===== src/rtl/uart_tx_mmio_pkg.sv =====
// uart_tx_mmio_pkg
//   Shared definitions for the memory-mapped UART transmitter:
//   register offsets inside the 8-byte window, STATUS bit positions,
//   the transmit FSM state encoding and a helper that packs STATUS.
package uart_tx_mmio_pkg;

  // Byte offsets of the two 32-bit registers inside the window.
  localparam logic [2:0] REG_TXDATA = 3'd0;
  localparam logic [2:0] REG_STATUS = 3'd4;

  // STATUS bit positions.
  localparam int STAT_FULL  = 0;
  localparam int STAT_EMPTY = 1;
  localparam int STAT_BUSY  = 2;
  localparam int STAT_OVF   = 3;

  // Transmit FSM states (2-bit encoding).
  typedef enum logic [1:0] {
    ST_IDLE  = 2'd0,
    ST_START = 2'd1,
    ST_DATA  = 2'd2,
    ST_STOP  = 2'd3
  } tx_state_e;

  function automatic logic [31:0] pack_status(input logic full,
                                              input logic empty,
                                              input logic busy,
                                              input logic ovf);
    logic [31:0] s;
    s = '0;
    s[STAT_FULL]  = full;
    s[STAT_EMPTY] = empty;
    s[STAT_BUSY]  = busy;
    s[STAT_OVF]   = ovf;
    return s;
  endfunction

endpackage


===== src/rtl/uart_fifo.sv =====
// uart_fifo
//   Synchronous FIFO, async active-low reset of pointers and count.
//   A push is taken when the FIFO is not full, or when a pop happens in
//   the same cycle (the slot being freed is reused). A pop is taken only
//   when the FIFO is not empty. dout shows the head entry combinationally.
// Ports:
//   clk, rst_n     clock, asynchronous active-low reset
//   push, din      write request and data
//   pop, dout      read request and head data
//   full, empty    occupancy flags
//   count          number of stored entries (0..DEPTH)
module uart_fifo #(
  parameter int WIDTH = 8,
  parameter int DEPTH = 16
) (
  input  logic                       clk,
  input  logic                       rst_n,
  input  logic                       push,
  input  logic                       pop,
  input  logic [WIDTH-1:0]           din,
  output logic [WIDTH-1:0]           dout,
  output logic                       full,
  output logic                       empty,
  output logic [$clog2(DEPTH):0]     count
);

  localparam int AW = $clog2(DEPTH);
  localparam logic [AW:0] DEPTH_C = (AW+1)'(DEPTH);

  logic [WIDTH-1:0] mem [DEPTH];
  logic [AW-1:0]    wr_ptr;
  logic [AW-1:0]    rd_ptr;
  logic             do_push;
  logic             do_pop;

  assign full    = (count == DEPTH_C);
  assign empty   = (count == '0);
  assign do_pop  = pop && !empty;
  assign do_push = push && (!full || do_pop);
  assign dout    = mem[rd_ptr];

  always_ff @(posedge clk) begin
    if (do_push) mem[wr_ptr] <= din;
  end

  // Pointers are exactly AW bits, so they wrap at DEPTH by themselves.
  always_ff @(posedge clk or negedge rst_n) begin
    if (!rst_n) begin
      wr_ptr <= '0;
      rd_ptr <= '0;
      count  <= '0;
    end else begin
      if (do_push) wr_ptr <= wr_ptr + 1'b1;
      if (do_pop)  rd_ptr <= rd_ptr + 1'b1;
      case ({do_push, do_pop})
        2'b10:   count <= count + 1'b1;
        2'b01:   count <= count - 1'b1;
        default: count <= count;
      endcase
    end
  end

endmodule


===== src/rtl/uart_tx_mmio.sv =====
// uart_tx_mmio
//   Memory-mapped 8N1 UART transmitter on the CPU data bus.
//   Window: BASE_ADDR+0 TXDATA (write pushes wdata[7:0], reads 0),
//           BASE_ADDR+4 STATUS {ovf, busy, empty, full} in bits [3:0];
//           writing STATUS with wea[0] and wdata[3] clears ovf.
//   Bus handshake: a store is a single-cycle request (wea nonzero,
//   sampled on the rising clk edge); there is no ready/stall. The byte
//   is accepted exactly when tx_push is high in that cycle, otherwise it
//   is dropped and the sticky overflow flag records the loss.
// Ports:
//   clk, rst_n        clock, asynchronous active-low reset
//   addr, wdata, wea  data-bus address, store data, byte enables
//   rdata, sel        combinational read data, window hit
//   txd               serial output, idle high
//   tx_push, tx_byte  byte accepted this cycle and its value (debug)
//   irq_empty         FIFO empty and FSM idle
//   fsm_state         current transmit FSM state (debug)
module uart_tx_mmio
  import uart_tx_mmio_pkg::*;
#(
  parameter logic [31:0] BASE_ADDR  = 32'h1000_0000,
  parameter int          CLK_DIV    = 868,
  parameter int          FIFO_DEPTH = 16
) (
  input  logic        clk,
  input  logic        rst_n,
  input  logic [31:0] addr,
  input  logic [31:0] wdata,
  input  logic [3:0]  wea,
  output logic [31:0] rdata,
  output logic        sel,
  output logic        txd,
  output logic        tx_push,
  output logic [7:0]  tx_byte,
  output logic        irq_empty,
  output tx_state_e   fsm_state
);

  localparam int            BW        = $clog2(CLK_DIV);
  localparam logic [BW-1:0] BAUD_LAST = BW'(CLK_DIV - 1);

  // ---------------- address decode ----------------
  logic [31:0] offset;
  logic        is_txdata;
  logic        is_status;
  logic        push_req;
  logic        ovf_clr;

  assign offset    = addr - BASE_ADDR;
  assign sel       = (offset[31:3] == '0);
  // Word decode: only bit 2 distinguishes the two registers.
  assign is_txdata = sel && (offset[2] == REG_TXDATA[2]);
  assign is_status = sel && (offset[2] == REG_STATUS[2]);
  assign push_req  = is_txdata && wea[0];
  assign ovf_clr   = is_status && wea[0] && wdata[STAT_OVF];

  // ---------------- FIFO ----------------
  logic [7:0]                     fifo_dout;
  logic                           fifo_full;
  logic                           fifo_empty;
  logic [$clog2(FIFO_DEPTH):0]    fifo_count;
  logic                           fifo_pop;
  logic                           push_ok;

  tx_state_e     state;
  logic [BW-1:0] baud_cnt;
  logic [2:0]    bit_idx;
  logic [7:0]    shreg;
  logic          overflow;
  logic          baud_last;

  assign baud_last = (baud_cnt == BAUD_LAST);

  // The FSM loads the head byte when leaving IDLE or at the last STOP cycle.
  assign fifo_pop = !fifo_empty &&
                    ((state == ST_IDLE) || ((state == ST_STOP) && baud_last));
  assign push_ok  = push_req && (!fifo_full || fifo_pop);

  uart_fifo #(
    .WIDTH (8),
    .DEPTH (FIFO_DEPTH)
  ) u_fifo (
    .clk   (clk),
    .rst_n (rst_n),
    .push  (push_ok),
    .pop   (fifo_pop),
    .din   (wdata[7:0]),
    .dout  (fifo_dout),
    .full  (fifo_full),
    .empty (fifo_empty),
    .count (fifo_count)
  );

  assign tx_push   = push_ok;
  assign tx_byte   = push_ok ? wdata[7:0] : 8'h00;
  assign irq_empty = fifo_empty && (state == ST_IDLE);
  assign fsm_state = state;

  // ---------------- overflow flag ----------------
  // A drop in the same cycle as a clear leaves the flag set: the newer
  // loss must stay visible to software.
  always_ff @(posedge clk or negedge rst_n) begin
    if (!rst_n) begin
      overflow <= 1'b0;
    end else if (push_req && !push_ok) begin
      overflow <= 1'b1;
    end else if (ovf_clr) begin
      overflow <= 1'b0;
    end
  end

  // ---------------- read data ----------------
  always_comb begin
    rdata = '0;
    if (is_status) begin
      rdata = pack_status(fifo_full, fifo_empty, (state != ST_IDLE), overflow);
    end
  end

  // ---------------- transmit FSM ----------------
  // txd is registered: each state's line level is loaded on the edge that
  // enters the state, so it holds for exactly CLK_DIV cycles.
  always_ff @(posedge clk or negedge rst_n) begin
    if (!rst_n) begin
      state    <= ST_IDLE;
      baud_cnt <= '0;
      bit_idx  <= '0;
      shreg    <= '0;
      txd      <= 1'b1;
    end else begin
      case (state)
        ST_IDLE: begin
          txd      <= 1'b1;
          baud_cnt <= '0;
          if (!fifo_empty) begin
            shreg <= fifo_dout;
            state <= ST_START;
            txd   <= 1'b0;
          end
        end
        ST_START: begin
          if (baud_last) begin
            baud_cnt <= '0;
            bit_idx  <= '0;
            state    <= ST_DATA;
            txd      <= shreg[0];
          end else begin
            baud_cnt <= baud_cnt + 1'b1;
          end
        end
        ST_DATA: begin
          if (baud_last) begin
            baud_cnt <= '0;
            bit_idx  <= bit_idx + 1'b1;
            if (bit_idx == 3'd7) begin
              state <= ST_STOP;
              txd   <= 1'b1;
            end else begin
              txd <= shreg[bit_idx + 3'd1];
            end
          end else begin
            baud_cnt <= baud_cnt + 1'b1;
          end
        end
        ST_STOP: begin
          if (baud_last) begin
            baud_cnt <= '0;
            if (!fifo_empty) begin
              // Back-to-back frame: no idle bit between STOP and START.
              shreg <= fifo_dout;
              state <= ST_START;
              txd   <= 1'b0;
            end else begin
              state <= ST_IDLE;
            end
          end else begin
            baud_cnt <= baud_cnt + 1'b1;
          end
        end
        default: begin
          state <= ST_IDLE;
          txd   <= 1'b1;
        end
      endcase
    end
  end

  // Bus bits this block does not decode.
  logic unused_bits;
  assign unused_bits = ^{wdata[31:8], wdata[2:0], wea[3:1], offset[1:0], fifo_count};

endmodule


===== config.mk =====
export PLATFORM = sky130hd
export DESIGN_NAME = uart_tx_mmio
export DESIGN_NICKNAME = d
export VERILOG_FILES = /design/src/rtl/uart_tx_mmio_pkg.sv /design/src/rtl/uart_fifo.sv /design/src/rtl/uart_tx_mmio.sv
export SDC_FILE = /design/constraint.sdc
export NUM_CORES = 1
export LEC_CHECK = 0
export ABC_CLOCK_PERIOD_IN_PS = 3600
export BUFFER_PORTS_ARGS = -buffer_cell sky130_fd_sc_hd__buf_4
export CAP_MARGIN = 20
export CORE_MARGIN = 5
export CORE_UTILIZATION = 50
export CTS_CLUSTER_SIZE = 28
export DETAILED_ROUTE_END_ITERATION = 8
export PLACE_DENSITY_LB_ADDON = 0.05
export SYNTH_ARGS = -nofsm -noshare
export SYNTH_HDL_FRONTEND = slang
export SYNTH_SLANG_ARGS = --single-unit

===== constraint.sdc =====
create_clock -name clk -period 3.6 [get_ports clk]
set_clock_uncertainty 0.2 [all_clocks]
set_input_delay 0.72 -clock clk [delete_from_list [all_inputs] [get_ports clk]]
set_output_delay 0.72 -clock clk [all_outputs]
set_load 0.01 [all_outputs]

Word level (Yosys, flattened, before mapping)
Memory sizes are Yosys's and may differ from the RTL's.
Index checks and enable logic that the tools add are counted.
- reductions and logical operators: 31
- mux-type cells: 31
- order comparisons: 1
- $add $sub $neg: 7
- eq/ne operators: 14
- bitwise gates (word level): 1
- operators with widths (kind ; number):
    32-bit by 29-bit subtractor with 32-bit output (second input constant) ; 1
    29-bit zero test ; 1
    8-bit two-way mux ; 3
    10-bit case mux with 2 select lines ; 1
    8-bit case mux with 2 select lines ; 1
    1-bit logical AND ; 12
    1-bit two-way mux ; 12
    2-bit != test (second input constant) ; 6
    10-bit by 1-bit adder with 10-bit output (second input constant) ; 1
    10-bit == test (second input constant) ; 1
    10-bit two-way mux ; 1
    2-bit two-way mux ; 5
    5-bit case mux with 2 select lines ; 1
    2-bit nonzero test ; 5
    4-bit by 1-bit adder with 4-bit output (second input constant) ; 2
    2-bit case mux with 4 select lines ; 1
    2-bit == test (second input constant) ; 3
    3-bit two-way mux ; 2
    3-bit case mux with 2 select lines ; 1
    5-bit by 1-bit adder with 5-bit output (second input constant) ; 1
    5-bit == test (second input constant) ; 1
    5-bit zero test ; 1
    5-bit AND reduction ; 1
    5-bit by 1-bit subtractor with 5-bit output (second input constant) ; 1
    15 further kinds ; 20
- logic and storage cells: 95
- flip-flop bits (word level): 38
- output and inout port bits: 46
- memories: 1
- bits of input ports: 70
- bits in writable memories: 128
- memories (name ; depth ; bits a word ; read ports ; clocked after Yosys merged registers in ; wr ports ; line ; RTL):
    u_fifo.mem ; 16 ; 8 ; 1 ; 0 ; 1 ; uart_fifo.sv:30 ; logic [WIDTH-1:0] mem [DEPTH];

Logic depth before layout (Yosys ltp)
Gate-level depths: netlist of the first run.
- word-level depth: 9
- depth in mapped cells: 16
- depth with buffers taken out: 15

Cells and area by module
A second synthesis of the first run with hierarchy kept.
- cell total of the unflattened synthesis: 484
- area total of the unflattened synthesis: 7602.3 sq um
- by module, submodules not included (module ; cells each ; area an instance (sq um) ; instances ; seq. area each (sq um)):
    uart_fifo ; 301 ; 5774.3 ; 1 ; 4169.0
    uart_tx_mmio ; 183 ; 1828.0 ; 1 ; 626.9

Worst setup path after synthesis of the first run
No wires, ideal clock.
- kind: input to register
- start point: input addr[28]
- end point: register u_fifo.count[4]
- library setup time: 0.079 ns
- data arrival time: 3.353 ns
- path slack: -0.032 ns
- data required time: 3.321 ns
- path buffers: 1
- stages: 15
- cell sequence: inv_1 > ha_1 > nor4b_2 > nand4_1 > nor3_2 > nor3b_4 > buf_6 > inv_1 > ha_1 > ha_1 > nor2b_1 > o21ai_0 > a21oi_1 > nor3_1 > xor2_1
- longest elaborated chain between the ends: 8
- elaborated cells on any way between the ends: 10
- those cells by class: add/sub (1); eq/ne (2); mux (1); reduce/logical (6)
- RTL lines (what ; line ; RTL):
    start: declaration ; uart_tx_mmio.sv:27 ; input logic [31:0] addr,
    32-bit by 29-bit subtractor with 32-bit output (*) ; uart_tx_mmio.sv:49 ; assign offset = addr - BASE_ADDR;
    29-bit zero test (*) ; uart_tx_mmio.sv:50 ; assign sel = (offset[31:3] == '0);
    1-bit logical AND (*) ; uart_tx_mmio.sv:52 ; assign is_txdata = sel && (offset[2] == REG_TXDATA[2]);
    1-bit logical AND (*) ; uart_tx_mmio.sv:54 ; assign push_req = is_txdata && wea[0];
    1-bit logical AND (*) ; uart_tx_mmio.sv:77 ; assign push_ok = push_req && (!fifo_full || fifo_pop);
    via tx_push ; uart_tx_mmio.sv:33 ; output logic tx_push,
    1-bit logical AND (*) ; uart_fifo.sv:39 ; assign do_push = push && (!full || do_pop);
    2-bit by 1-bit == test with 1-bit output or 2-bit == test (tied branches) ; uart_fifo.sv:55 ; case ({do_push, do_pop})
    5-bit case mux with 2 select lines or 2-bit nonzero test (tied branches) ; n/a ;
    end signal: assignment ; uart_fifo.sv:56 ; 2'b10: count <= count + 1'b1;
    end signal: assignment ; uart_fifo.sv:57 ; 2'b01: count <= count - 1'b1;
    end signal: assignment ; uart_fifo.sv:58 ; default: count <= count;
    end: declaration ; uart_fifo.sv:24 ; output logic [$clog2(DEPTH):0] count
The timed path passes the listed nets; every way through them passes the cells marked *.
A chain may end at the register's enable or synchronous reset.

Worst setup path in the final report of the first run
- start point: input addr[28]
- end point: output tx_byte[0]
- longest elaborated chain between the ends: 6
- RTL lines (what ; line ; RTL):
    32-bit by 29-bit subtractor with 32-bit output ; uart_tx_mmio.sv:49 ;
    29-bit zero test ; uart_tx_mmio.sv:50 ;
    1-bit logical AND ; uart_tx_mmio.sv:52 ;
    1-bit logical AND ; uart_tx_mmio.sv:54 ;
    1-bit logical AND ; uart_tx_mmio.sv:77 ;
    8-bit two-way mux ; uart_tx_mmio.sv:95 ; assign tx_byte = push_ok ? wdata[7:0] : 8'h00;
    end: declaration ; uart_tx_mmio.sv:34 ; output logic [7:0] tx_byte,
Every way passes these cells.

==> results of run 1 <==
## cells in the final DEF, fill, tap and decap left out, drive strengths merged, types with 2 or more instances in the layout
cell type | Yosys | routed
nand2 | 16 | 16
a21oi | 3 | 3
buf | 41 | 68
nor2b | 8 | 8
dfrtp | 37 | 37
inv | 13 | 18
o211ai | 7 | 7
mux2 | 9 | 9
a31oi | 3 | 3
nor2 | 21 | 21
a21o | 3 | 3
nor3b | 2 | 2
a22oi | 8 | 8
nor4b | 3 | 3
and3 | 16 | 16
clkbuf | 7 | 17
clkinv | 0 | 10
conb | 1 | 28
edfxtp | 128 | 128
o21ai | 14 | 14
nand3 | 8 | 8
and2 | 15 | 15
ha | 18 | 18
and4bb | 2 | 2
mux2i | 15 | 15
nand2b | 2 | 2
xor2 | 10 | 10
a32o | 2 | 2
a211o | 2 | 2
xnor2 | 9 | 9
nor4 | 6 | 6
nor3 | 3 | 3
nand4 | 4 | 4
mux4 | 29 | 29
## registers in the layout, summed over array words and instances, names as in the netlist
register	count
baud_cnt	10
overflow	1
shreg	8
bit_idx	3
u_fifo.rd_ptr	4
u_fifo.wr_ptr	4
txd	1
u_fifo.mem	128
fsm_state	2
u_fifo.count	5
## metal layers
metal  up-vias  part of all wire, %
met5         -                    0
met4         0                 0.99
met3        14                  3.2
met2        71                   50
met1      2018                   45
li1       1905                    -
## cells in the mapped netlist, types with 5 or more instances
cell | count | share of area, %
mux2_2 | 8 | 1.2
mux4_2 | 29 | 8.7
nor2_1 | 21 | 1.1
nor2b_1 | 8 | 0.67
and2_1 | 15 | 1.3
clkbuf_1 | 7 | 0.35
edfxtp_1 | 128 | 51
a22oi_1 | 8 | 0.80
ha_1 | 18 | 3.0
dfrtp_1 | 37 | 12
nor4_1 | 5 | 0.42
xor2_1 | 10 | 1.2
inv_1 | 13 | 0.65
mux2i_1 | 15 | 2.0
nand2_1 | 16 | 0.80
xnor2_1 | 9 | 1.1
nand3_1 | 8 | 0.53
o21ai_0 | 14 | 0.93
o211ai_1 | 7 | 0.70
and3_1 | 15 | 1.3
buf_2 | 8 | 0.53
buf_4 | 29 | 2.9
## per-stage QoR
| stage | hold slack (ps) | power, uW | cell area [um2] | setup slack [ps] | instances |
|---|---|---|---|---|---|
| after floorplan | 224.4 | 2275 | 7616 | 5.625 | 505 |
| after global placement | 261.6 | 2342 | 8036 | 62.26 | 709 |
| after detailed placement | 261.5 | 2350 | 8036 | -2.624 | 709 |
| after CTS | 67.21 | 4195 | 8678 | 154.4 | 741 |
| after global routing | 90.59 | 4305 | 8682 | 1.379 | 741 |
| final | 56.64 | 4154 | 8682 | 217.9 | 741 |
## repair_timing
item,CTS,global route
buffers inserted,0,0
hold buffers,0,0
setup endpoints to repair,0,8
gates resized for setup,0,1
## how the worst max path moves through the flow
stage | endpoint | slack (ps) | cells past startpoint
2_1_floorplan | u_fifo.count[4] | 6 | 15
3_3_place_gp | u_fifo.count[4] | 60 | 15
3_5_place_dp | u_fifo.count[4] | -3 | 15
4_1_cts | tx_byte[0] | 150 | 10
5_1_grt | tx_byte[4] | 1 | 10
6_report | tx_byte[0] | 220 | 10
## power breakdown
part / internal [uW] / total [uW] / switching [uW]
Combinational: 90.6 / 187 / 96.2
Clock: 959 / 1850 / 888
Sequential: 2100 / 2120 / 23.1
Total: 3150 / 4150 / 1010
## cell type report
| type | instances | area (um2) |
|---|---|---|
| repair buffers | 68 | 514.2 |
| clock buffers | 17 | 425.4 |
| inverters | 13 | 48.80 |
| well taps | 184 | 230.2 |
| multi-input cells | 278 | 2450 |
| flip-flops and latches | 166 | 4797 |
| fillers | 1142 | 5962 |
| clock inverters | 15 | 216.5 |
## kinds of logic after synthesis
family	after synthesis	synth area share [%]
flops	166	63.97
simple gates	109	8.662
buf+inv	61	4.940
mux	53	12.12
compound gates	50	4.773
fa+ha+maj	19	3.271
xor+xnor	19	2.220
other cells	1	0.05002
## worst max-delay path, cell delays in order
cell,delay [ps]
buf_4,90
inv_1,40
ha_1,260
nor4b_2,220
nand4_1,180
nor3_2,240
nor3b_4,240
buf_6,210
and2_1,150
buf_4,120
==> out/results.txt, run 1 <==
Status - finished clean
CTS Root Cell - clkbuf_16
Share of layout cells above drive strength 1 - 27.29%
P per Cell Area - 478.5 nW/um2
Met2 Use GR - 27.88%
First drt pass iteration count - 4
Seq/Total Area, Yosys - 63.97%
Mean Syn Cell Area - 15.68 um2
Diode count - 0
Vias in the first global route - 4,128
Syn Inst Count - 478
Via count - 4,008
FF-to-FF End - u_fifo.count[4]
M1 GR Usage - 23.32%
Crit path time final - 3382 ps
Clock sinks - 166
FF-to-FF Start - baud_cnt[0]
Kind of critical path - in -> out
Estimated wirelength of the detail-placed design - 9824 um
# Max-Cap Violations - 0
Initial antenna violation count - 0
Area Overhead vs Synth - 15.80%
GR peak layer - met2
R2R setup slack - 250 ps
Worst-case reg-to-reg path depth - 14
Yosys warnings - 0
Starting Density - 51.20%
Req. time, crit path - 2680 ps
Setup TNS - 0 ps
Gr usage total - 17.23%
Actual slew at the worst max-slew pin - 805.3 ps
Clock Tree Buf Depth - 2
GR Layer Usage met3 - 4.252%
Max_slew headroom - 46.31%
Slew Limit Fails - 0
Max VDD drop - 0.3423 mV
Die Y - 132.5 um
Worst min path class - in -> async
Antenna-violating nets left - 0
Final Util - 59.29%
Die Area - 17,540 um2
DRT iter0 DRCs - 259
Number of vias per cell - 5.409
CTS Buf Count - 17
Reg clk slew, reported paths - 70 ps
Synth Flop Type - edfxtp_1
Die width - 132.5 um
Global placement routability congestion - 0.7701
Core ar. - 14,640 um2
Synth cell types - 55
Critical path launch point type - input pin
Mapped cell area - 7497 um2
WL per Instance - 19.02 um
F_max - 295.7 MHz
Final Cycle Share - 93.95%
I/O pin count - 116
H-Tree Depth - 4
Synth Register Bits - 166
RSZ-0062 raised after global routing - false
Residual DRC count - 0
GR Overflow Total - 0
Port bufs - 58
Later-pin clock latency in the skew report - 430 ps
Static leakage - 0.003229 uW
CP startpoint - addr[28]
Number of core rows - 44
Largest net degree at the start of global routing - 39
Worst-path fanout max - 23
CP Data Arrival Time - 2460 ps
Hold Vio Cnt, Final - 0
Final #Nets - 633
Async set or reset register ratio after synthesis - 22.89%
First-pass GRT wire length - 23,140 um
Final WL - 14,090 um
Setup crit end kind - output pin
TritonCTS clock tree - built
Final setup fails - 0
EDFF count, synth - 128
Power figures use the tool's default switching activity.
==> run 2, diff against run 1 <==
--- a/config.mk
+++ b/config.mk
@@ -12,5 +12,6 @@
 export CORE_UTILIZATION = 50
-export CTS_CLUSTER_SIZE = 28
+export CTS_CLUSTER_SIZE = 24
 export DETAILED_ROUTE_END_ITERATION = 8
 export PLACE_DENSITY_LB_ADDON = 0.05
+export SKIP_CTS_REPAIR_TIMING = 1
 export SYNTH_ARGS = -nofsm -noshare
==> constraint.sdc (replaced) <==
create_clock -name clk -period 3.6 [get_ports clk]
set_clock_uncertainty 0.2 [all_clocks]
set_input_delay 0.36 -clock clk [delete_from_list [all_inputs] [get_ports clk]]
set_output_delay 0.36 -clock clk [all_outputs]
set_load 0.01 [all_outputs]
==> out/results.txt, run 2 (same netlist as run 1, synthesis figures left out) <==
Setup TNS - 0 ps
Die Y - 132.5 um
Die Area - 17,540 um2
I/O pin count - 116
Crit path time final - 3363 ps
Die width - 132.5 um
Clock Tree Buf Depth - 2
Delay-heaviest family, CP - simple AND/OR/NAND/NOR gates
Slew Limit Fails - 0
Max VDD drop - 0.3487 mV
P per Cell Area - 490.5 nW/um2
Final setup fails - 0
Leading cell types in the layout, fill and taps excluded - edfxtp_1, buf_4, dfrtp_1, mux4_2, conb_1
CP Data Arrival Time - 3520 ps
Actual slew at the worst max-slew pin - 605.0 ps
RSZ-0062 raised after global routing - false
Diode count - 0
Starting Density - 51.20%
CP max stage cell - dfrtp_1
Setup crit end kind - flop
Max reg flops - 128
Most common cell after layout, fill and taps aside - edfxtp_1
CTS Root Cell - clkbuf_16
Max_slew headroom - 59.67%
Port bufs - 58
Gr usage total - 17.02%
Residual DRC count - 0
WL per Instance - 19.15 um
Critical path launch point type - flop
Initial antenna violation count - 0
Estimated wirelength of the detail-placed design - 9913 um
Final Cycle Share - 93.42%
Worst min path class - in -> reg
Top Registers - u_fifo.mem (128), baud_cnt (10), shreg (8)
WHS - 48.58 ps
TritonCTS clock tree - built
Worst path buffer plus inverter count - 2
Area Overhead vs Synth - 15.67%
Share of layout cells above drive strength 1 - 26.70%
Final WL - 14,210 um
Static leakage - 0.003243 uW
# Max-Cap Violations - 0
First-pass GRT wire length - 22,850 um
CTS Buf Count - 17
H-Tree Depth - 4
Largest net degree at the start of global routing - 39
Worst-path fanout max - 6
Global placement routability congestion - 0.8305
Antenna-violating nets left - 0
Req. time, crit path - 3750 ps
Top reg by flops - u_fifo.mem
F_max - 297.4 MHz
Later-pin clock latency in the skew report - 430 ps
Reg clk slew, reported paths - 70 ps
Worst path max stage delay - 410 ps
Hold Vio Cnt, Final - 0
Final #Nets - 634
Clock sinks - 166
Vias in the first global route - 4,207
Overall power - 4254 uW
GR Overflow Total - 0
Crit path cell chain - ha_1, nor3b_2, and3_4, a211oi_4, nor3b_4, inv_1, ha_1, inv_1, fa_1, nor2b_1, o21ai_0, and3_1, nor3_1, xor2_1
Number of core rows - 44
Core ar. - 14,640 um2
First drt pass iteration count - 4
Kind of critical path - reg -> reg
Number of vias per cell - 5.461
Status - finished clean
DRT iter0 DRCs - 302
Via count - 4,052
## run 2: metal layers
| metal | routed length (um) | part of all wire, % | track usage [%] |
|---|---|---|---|
| met2 | 7154 | 50 | 28.19 |
| met4 | 168 | 1.2 | 5.370 |
| met5 | 0 | 0 | 0 |
| met3 | 544 | 3.8 | 4.670 |
| met1 | 6341 | 45 | 22.03 |
## run 2: layout make-up
cell class	instances	area, um2
Clock buffer	17	425.4
Clock inverter	15	206.4
Timing Repair Buffer	69	523.0
Tap cell	184	230.2
Inverter	13	48.80
Multi-Input combinational cell	278	2441
Sequential cell	166	4797
Fill cell	1144	5972
## run 2: through the flow
| step | instances | worst slack (ps) | cell area (um2) | utilization (%) |
|---|---|---|---|---|
| after floorplan | 505 | 327.6 | 7599 | - |
| after global placement | 708 | 244.5 | 8011 | 54.71 |
| after detailed placement | 708 | 217.5 | 8011 | 54.71 |
| after CTS | 740 | 242.2 | 8643 | 59.02 |
| after global routing | 742 | 6.464 | 8672 | 59.22 |
| final | 742 | 237.0 | 8672 | 59.22 |
## run 2: worst paths after layout
| kind | startpoint | end | slack (ps) | depth (start not counted) |
|---|---|---|---|---|
| setup / recovery | baud_cnt[0] | u_fifo.count[4] | 240 | 14 |
| hold / removal | wdata[4] | u_fifo.mem[6][4] | 50 | 1 |
| setup reg to reg | baud_cnt[0] | u_fifo.count[4] | 240 | 14 |
| hold reg to reg | shreg[4] | shreg[4] | 280 | 1 |
| max in group asynchronous | rst_n | u_fifo.rd_ptr[0] | 2590 | 2 |
| min in group asynchronous | rst_n | baud_cnt[9] | 240 | 2 |
## run 2: report_power, final
group | leakage, uW | switching, uW | internal (uW)
Clock | 0.000309 | 819 | 1130
Sequential | 0.00167 | 22.3 | 2100
Combinational | 0.00126 | 94.9 | 92.5
